$ cat config.mk
export PLATFORM = sky130hd
export DESIGN_NAME = fpu_lane_sequencer
export DESIGN_NICKNAME = d
export VERILOG_FILES = /design/src/rtl/fpu_lane_sequencer.sv
export SDC_FILE = /design/constraint.sdc
export NUM_CORES = 1
export LEC_CHECK = 0
export CAP_MARGIN = 20
export CELL_PAD_IN_SITES_DETAIL_PLACEMENT = 2
export CELL_PAD_IN_SITES_GLOBAL_PLACEMENT = 2
export CORE_AREA = 5 5 272 274
export DETAILED_ROUTE_END_ITERATION = 10
export DIE_AREA = 0 0 277 279
export DONT_BUFFER_PORTS = 1
export PLACE_DENSITY_LB_ADDON = 0.08
export SETUP_SLACK_MARGIN = 0.4
export SLEW_MARGIN = 40
export SYNTH_ARGS = -nofsm -noshare
export SYNTH_HDL_FRONTEND = slang
export SYNTH_SLANG_ARGS = --single-unit
$ cat constraint.sdc
create_clock -name clk -period 12.4 [get_ports clk]
set_clock_uncertainty 0.15 [all_clocks]
set_input_delay 0.62 -clock clk [delete_from_list [all_inputs] [get_ports clk]]
set_output_delay 0.62 -clock clk [all_outputs]
set_load 0.005 [all_outputs]
$ cat src/rtl/fpu_lane_sequencer.sv
// Splits one NUM_LANES-wide FP request into FPU_LANES-wide packets for a narrower core,
// then reassembles the packet responses into a single tagged response.
module fpu_lane_sequencer #(
    parameter int  NUM_LANES = 4,
    parameter int  FPU_LANES = 1,
    parameter int  TAGW      = 4,
    parameter int  DATAW     = 32,
    localparam int NUM_PKTS  = NUM_LANES / FPU_LANES,
    localparam int PIDW      = (NUM_PKTS > 1) ? $clog2(NUM_PKTS) : 1
) (
    input  logic                          clk,
    input  logic                          reset,
    input  logic                          valid_in,
    output logic                          ready_in,
    input  logic [NUM_LANES-1:0]          lane_mask,
    input  logic [TAGW-1:0]               tag_in,
    input  logic [3:0]                    op_type,
    input  logic [1:0]                    fmt,
    input  logic [2:0]                    frm,
    input  logic [NUM_LANES*DATAW-1:0]    dataa,
    input  logic [NUM_LANES*DATAW-1:0]    datab,
    input  logic [NUM_LANES*DATAW-1:0]    datac,
    output logic                          valid_out,
    input  logic                          ready_out,
    output logic [NUM_LANES*DATAW-1:0]    result,
    output logic                          has_fflags,
    output logic [4:0]                    fflags,
    output logic [TAGW-1:0]               tag_out,
    output logic                          fpu_valid,
    input  logic                          fpu_ready,
    output logic [FPU_LANES-1:0]          fpu_lane_mask,
    output logic [PIDW-1:0]               fpu_tag,
    output logic [3:0]                    fpu_op_type,
    output logic [1:0]                    fpu_fmt,
    output logic [2:0]                    fpu_frm,
    output logic [FPU_LANES*DATAW-1:0]    fpu_dataa,
    output logic [FPU_LANES*DATAW-1:0]    fpu_datab,
    output logic [FPU_LANES*DATAW-1:0]    fpu_datac,
    input  logic                          fpu_rsp_valid,
    output logic                          fpu_rsp_ready,
    input  logic [FPU_LANES*DATAW-1:0]    fpu_rsp_result,
    input  logic                          fpu_rsp_has_fflags,
    input  logic [4:0]                    fpu_rsp_fflags,
    input  logic [PIDW-1:0]               fpu_rsp_tag
);
    localparam int CNTW = PIDW + 1;
    localparam int PKTW = FPU_LANES * DATAW;
    localparam int VECW = NUM_LANES * DATAW;

    if (NUM_LANES % FPU_LANES != 0) begin : g_bad_cfg
        $error("NUM_LANES must be a multiple of FPU_LANES");
    end

    typedef enum logic [1:0] {S_IDLE, S_ISSUE, S_DRAIN, S_RESP} state_t;
    state_t r_state, w_state_nxt;

    logic [NUM_LANES-1:0] r_mask;
    logic [NUM_PKTS-1:0]  r_active, r_issued, w_new_active, w_pend;
    logic [CNTW-1:0]      r_npkts, r_iss_cnt, r_rcv_cnt, w_new_npkts, w_iss_nxt, w_rcv_nxt;
    logic [TAGW-1:0]      r_tag;
    logic [3:0]           r_op;
    logic [1:0]           r_fmt;
    logic [2:0]           r_frm;
    logic [VECW-1:0]      r_dataa, r_datab, r_datac, r_result;
    logic [4:0]           r_fflags;
    logic                 r_has_fflags;
    logic [PIDW-1:0]      w_pid;
    logic                 w_accept, w_issue_fire, w_rsp_fire;

    // Fire signals come straight from state so they do not loop back through the FSM outputs.
    assign w_accept     = (r_state == S_IDLE) & valid_in;
    assign w_issue_fire = (r_state == S_ISSUE) & fpu_ready;
    assign w_rsp_fire   = ((r_state == S_ISSUE) | (r_state == S_DRAIN)) & fpu_rsp_valid;
    assign w_iss_nxt    = r_iss_cnt + CNTW'(w_issue_fire);
    assign w_rcv_nxt    = r_rcv_cnt + CNTW'(w_rsp_fire);

    always_comb begin
        w_new_active = '0;
        w_new_npkts  = '0;
        for (int p = 0; p < NUM_PKTS; p++) begin
            w_new_active[p] = |lane_mask[p*FPU_LANES +: FPU_LANES];
            w_new_npkts     = w_new_npkts + CNTW'(w_new_active[p]);
        end
    end

    // Lowest-index active packet not yet issued; the descending scan lets the lowest win.
    always_comb begin
        w_pend = r_active & ~r_issued;
        w_pid  = '0;
        for (int p = NUM_PKTS - 1; p >= 0; p--) begin
            if (w_pend[p]) w_pid = PIDW'(p);
        end
    end

    always_comb begin
        fpu_lane_mask = '0;
        fpu_dataa     = '0;
        fpu_datab     = '0;
        fpu_datac     = '0;
        for (int p = 0; p < NUM_PKTS; p++) begin
            if (w_pid == PIDW'(p)) begin
                fpu_lane_mask = r_mask[p*FPU_LANES +: FPU_LANES];
                fpu_dataa     = r_dataa[p*PKTW +: PKTW];
                fpu_datab     = r_datab[p*PKTW +: PKTW];
                fpu_datac     = r_datac[p*PKTW +: PKTW];
            end
        end
    end

    always_comb begin
        w_state_nxt   = r_state;
        ready_in      = 1'b0;
        valid_out     = 1'b0;
        fpu_valid     = 1'b0;
        fpu_rsp_ready = 1'b0;
        case (r_state)
            S_IDLE: begin
                ready_in = 1'b1;
                if (valid_in) w_state_nxt = (w_new_active == '0) ? S_RESP : S_ISSUE;
            end
            S_ISSUE: begin
                fpu_valid     = 1'b1;
                fpu_rsp_ready = 1'b1;
                if (w_issue_fire && (w_iss_nxt == r_npkts))
                    w_state_nxt = (w_rcv_nxt == r_npkts) ? S_RESP : S_DRAIN;
            end
            S_DRAIN: begin
                fpu_rsp_ready = 1'b1;
                if (w_rcv_nxt == r_npkts) w_state_nxt = S_RESP;
            end
            S_RESP: begin
                valid_out = 1'b1;
                if (ready_out) w_state_nxt = S_IDLE;
            end
            default: w_state_nxt = S_IDLE;
        endcase
    end

    always_ff @(posedge clk) begin
        if (reset) begin
            r_state      <= S_IDLE;
            r_mask       <= '0;
            r_active     <= '0;
            r_issued     <= '0;
            r_npkts      <= '0;
            r_iss_cnt    <= '0;
            r_rcv_cnt    <= '0;
            r_tag        <= '0;
            r_result     <= '0;
            r_fflags     <= '0;
            r_has_fflags <= 1'b0;
        end else begin
            r_state <= w_state_nxt;
            if (w_accept) begin
                r_mask       <= lane_mask;
                r_active     <= w_new_active;
                r_npkts      <= w_new_npkts;
                r_issued     <= '0;
                r_iss_cnt    <= '0;
                r_rcv_cnt    <= '0;
                r_tag        <= tag_in;
                r_result     <= '0;
                r_fflags     <= '0;
                r_has_fflags <= 1'b0;
            end
            if (w_issue_fire) begin
                r_iss_cnt <= w_iss_nxt;
                for (int p = 0; p < NUM_PKTS; p++) begin
                    if (w_pid == PIDW'(p)) r_issued[p] <= 1'b1;
                end
            end
            // Masked-off lanes keep the zero written at accept.
            if (w_rsp_fire) begin
                r_rcv_cnt <= w_rcv_nxt;
                if (fpu_rsp_has_fflags) begin
                    r_fflags     <= r_fflags | fpu_rsp_fflags;
                    r_has_fflags <= 1'b1;
                end
                for (int p = 0; p < NUM_PKTS; p++) begin
                    for (int l = 0; l < FPU_LANES; l++) begin
                        if ((fpu_rsp_tag == PIDW'(p)) && r_mask[p*FPU_LANES + l])
                            r_result[(p*FPU_LANES + l)*DATAW +: DATAW] <= fpu_rsp_result[l*DATAW +: DATAW];
                    end
                end
            end
        end
    end

    always_ff @(posedge clk) begin
        if (w_accept) begin
            r_op    <= op_type;
            r_fmt   <= fmt;
            r_frm   <= frm;
            r_dataa <= dataa;
            r_datab <= datab;
            r_datac <= datac;
        end
    end

    assign result      = r_result;
    assign fflags      = r_fflags;
    assign has_fflags  = r_has_fflags;
    assign tag_out     = r_tag;
    assign fpu_tag     = w_pid;
    assign fpu_op_type = r_op;
    assign fpu_fmt     = r_fmt;
    assign fpu_frm     = r_frm;

`ifndef SYNTHESIS
    a_rsp_only_when_ready: assert property (@(posedge clk) disable iff (reset)
        fpu_rsp_valid |-> fpu_rsp_ready);
`endif
endmodule

==> flow_metrics.env <==
export IMPL_outcome="finished, final reports clean"
export IMPL_route_detailed_drc=0
export IMPL_instances_no_fill=2915
export IMPL_postCtsHoldBufs=437
export IMPL_drtIter0Drc=770
export IMPL_setup_tns_ps=0
export IMPL_hold_class="input port to register"
export IMPL_routed_via_density=4.99
export IMPL_synth_nets=1945
export IMPL_syn_cell_area_sq_um=20000
export IMPL_r2r_end="r_dataa[10]"
export IMPL_grt_pass1_wl_um=116000
export IMPL_netlist_top_cells_area="edfxtp_1 (59%), dfxtp_1 (16%), a21oi_1 (5.4%)"
export IMPL_design_area_sq_um=27700
export IMPL_r2r_setup_slack_ps=8690
export IMPL_rsz0062_at_grt="no"
export IMPL_reg2reg_depth=6
export IMPL_rows=98
export IMPL_max_slew_worst_pin_slew_ps=817
export IMPL_multiInputGateArea_sq_um=4570
export IMPL_cp_arrival_ps=3790
export IMPL_synthFlopType="edfxtp_1"
export IMPL_clock_sinks=550
export IMPL_syn_inst=1488
export IMPL_start_util=0.281
export IMPL_drtAntennaViolNets=0
export IMPL_cts_made_buffers=68
export IMPL_final_cell_mix="dlygate4sd3_1 (436), edfxtp_1 (393), a21oi_1 (216), dfxtp_1 (157), nand2_1 (154)"
export IMPL_cts_reportedPaths_clkPinSlew_ps=60
export IMPL_fp_dieH_um=279
export IMPL_period_needed_ps=3710
export IMPL_final_nets=2365
export IMPL_cp_startpoint="r_state[0]"
export IMPL_worst_setup_path_start_kind="register"
export IMPL_place_inst=2351
export IMPL_routedWlPerCell_um=28.1
export IMPL_io_buffer_count=0
export IMPL_cts_max_path_buffers=3
export IMPL_period_share=0.299
export IMPL_vias=14556
export IMPL_synth_seq_cells=550
export IMPL_first_pass_iters=4
export IMPL_fin_util=0.389
export IMPL_dp_hpwl_um=52200
export IMPL_grt_usage=0.201
export IMPL_slew_headroom=0.455
export IMPL_die_area_sq_um=77300
export IMPL_cap_violations=0
export IMPL_crit_path_end="r_dataa[10]"
export IMPL_worstPathRequired_ps=12480
export IMPL_synth_top_area_share=0.591
export IMPL_ioPinCount=697
export IMPL_dieWidth_um=277
export IMPL_seqCellArea_sq_um=14900
export IMPL_crit_path_end_kind="register"
export IMPL_r2r_start="r_state[0]"
export IMPL_clock_latency_ps=590
export IMPL_setup_viol=0
export IMPL_maxSlewViolCount=0
export IMPL_wirelength_um=81900
export IMPL_grt_max_degree=158
export IMPL_drive_gt1_frac=0.0670
export IMPL_ir_drop_uv=132
export IMPL_ys_types=49
export IMPL_cts_tree="done"
export IMPL_cts_root_buffer="clkbuf_16"
export IMPL_gp_congestion=0.810
export IMPL_p_leak_nw=9.22
export IMPL_final_common_cell="dlygate4sd3_1"
export IMPL_grt_pass1_vias=16255
export IMPL_core_sq_um=71100
export IMPL_synth_area_per_cell_sq_um=13.4
export IMPL_hold_viol=0
export IMPL_cts_resized=0
export IMPL_path_class="register to register"
export IMPL_path_max_fanout=116
export IMPL_cts_setup_buffers=0
export IMPL_synth_top_cell_by_area="edfxtp_1"
export IMPL_grt_ovfl_total=0
export IMPL_cts_max_level=3
export IMPL_async_flop_share=0
export IMPL_fmax_mhz=269
export IMPL_synth_edff_count=393
export IMPL_powerDensity_nw_per_um2=203
export IMPL_synth_seq_area_share=0.749
export IMPL_synth_warning_count=0
export IMPL_fillers=7116
export IMPL_postPlaceCellArea_sq_um=21000
export IMPL_antenna_found_initial=13
export IMPL_area_growth_pct=38.7
synth_stat cells (2+ instances only):
cell type	instances
a21oi_1	216
a22oi_1	38
and2_1	3
and2b_1	2
and3_1	4
buf_1	10
buf_2	35
buf_4	2
clkbuf_1	60
dfxtp_1	157
edfxtp_1	393
ha_1	9
inv_1	12
mux2i_1	24
nand2_1	156
nand2b_1	6
nand3_1	129
nand3b_1	3
nand4_1	4
nor2_1	22
nor2b_1	2
nor3_1	2
o21ai_0	9
o21ai_1	20
o22ai_1	141
xnor2_1	4
xor2_1	3
worst max-delay path: stages, from the launching register on:
cell      delay (ps)
dfxtp_1          340
inv_1            110
ha_1             390
nand2_4          290
clkinv_8         420
buf_6            650
buf_4            770
sequential cells by signal, indices dropped and copies added, names as in the netlist:
signal and flops:
fpu_frm 3, fpu_fmt 2, r_active 4, result 128, r_datab 128, r_rcv_cnt 3, r_datac 128, r_iss_cnt 3
has_fflags 1, fflags 5, r_state 2, r_issued 4, r_dataa 128, fpu_op_type 4, tag_out 4, r_npkts 3
where the power goes:
part	internal [mW]	switching (mW)	total, mW	leakage [nW]
clock network	1.20	0.844	2.04	1.09
registers	2.37	0.116	2.49	5.00
logic	0.317	0.769	1.09	3.12
through the flow:
stage                     power, mW  hold WS (ps)  setup slack (ps)
after floorplan                3.18           303              5610
after global placement         3.43           320              8310
after detailed placement       3.47           330              8510
after CTS                      5.67          2.31              8510
after global routing           5.87          26.6              8420
final                          5.62          57.1              8690
layout make-up:
type,count,share of cell area
Antenna cell,9,0.000814
Clock buffer,91,0.0660
Clock inverter,27,0.0158
Inverter,12,0.00208
Multi-Input combinational cell,816,0.165
Sequential cell,550,0.540
Tap cell,950,0.0429
Timing Repair Buffer,460,0.167
per-layer routing:
| metal | share of wire | GRT usage |
|---|---|---|
| met4 | 0.034 | 0.0722 |
| met3 | 0.069 | 0.0676 |
| met5 | 0 | 0 |
| met1 | 0.37 | 0.219 |
| met2 | 0.53 | 0.367 |
how the worst min path moves through the flow:
stage | startpoint | endpoint | slack (ps) | depth (start not counted)
6_report | fpu_rsp_fflags[2] | fflags[2] | 60 | 2
4_1_cts | fpu_rsp_fflags[0] | fflags[0] | 2 | 2
2_1_floorplan | tag_out[0] | tag_out[0] | 300 | 2
5_1_grt | fpu_rsp_fflags[0] | fflags[0] | 30 | 2
3_5_place_dp | tag_out[3] | tag_out[3] | 330 | 2
3_3_place_gp | tag_out[3] | tag_out[3] | 320 | 2
cell families after synthesis:
| logic type | synth area share |
|---|---|
| muxes | 0.0120 |
| xor gates and xnor gates | 0.00420 |
| adders and majority gates | 0.00665 |
| and+or+nand+nor | 0.0779 |
| DFF | 0.749 |
| buffers and inverters | 0.0265 |
| AOI/OAI and AO/OA | 0.124 |
No activity file was read; power rests on OpenSTA's default activity.
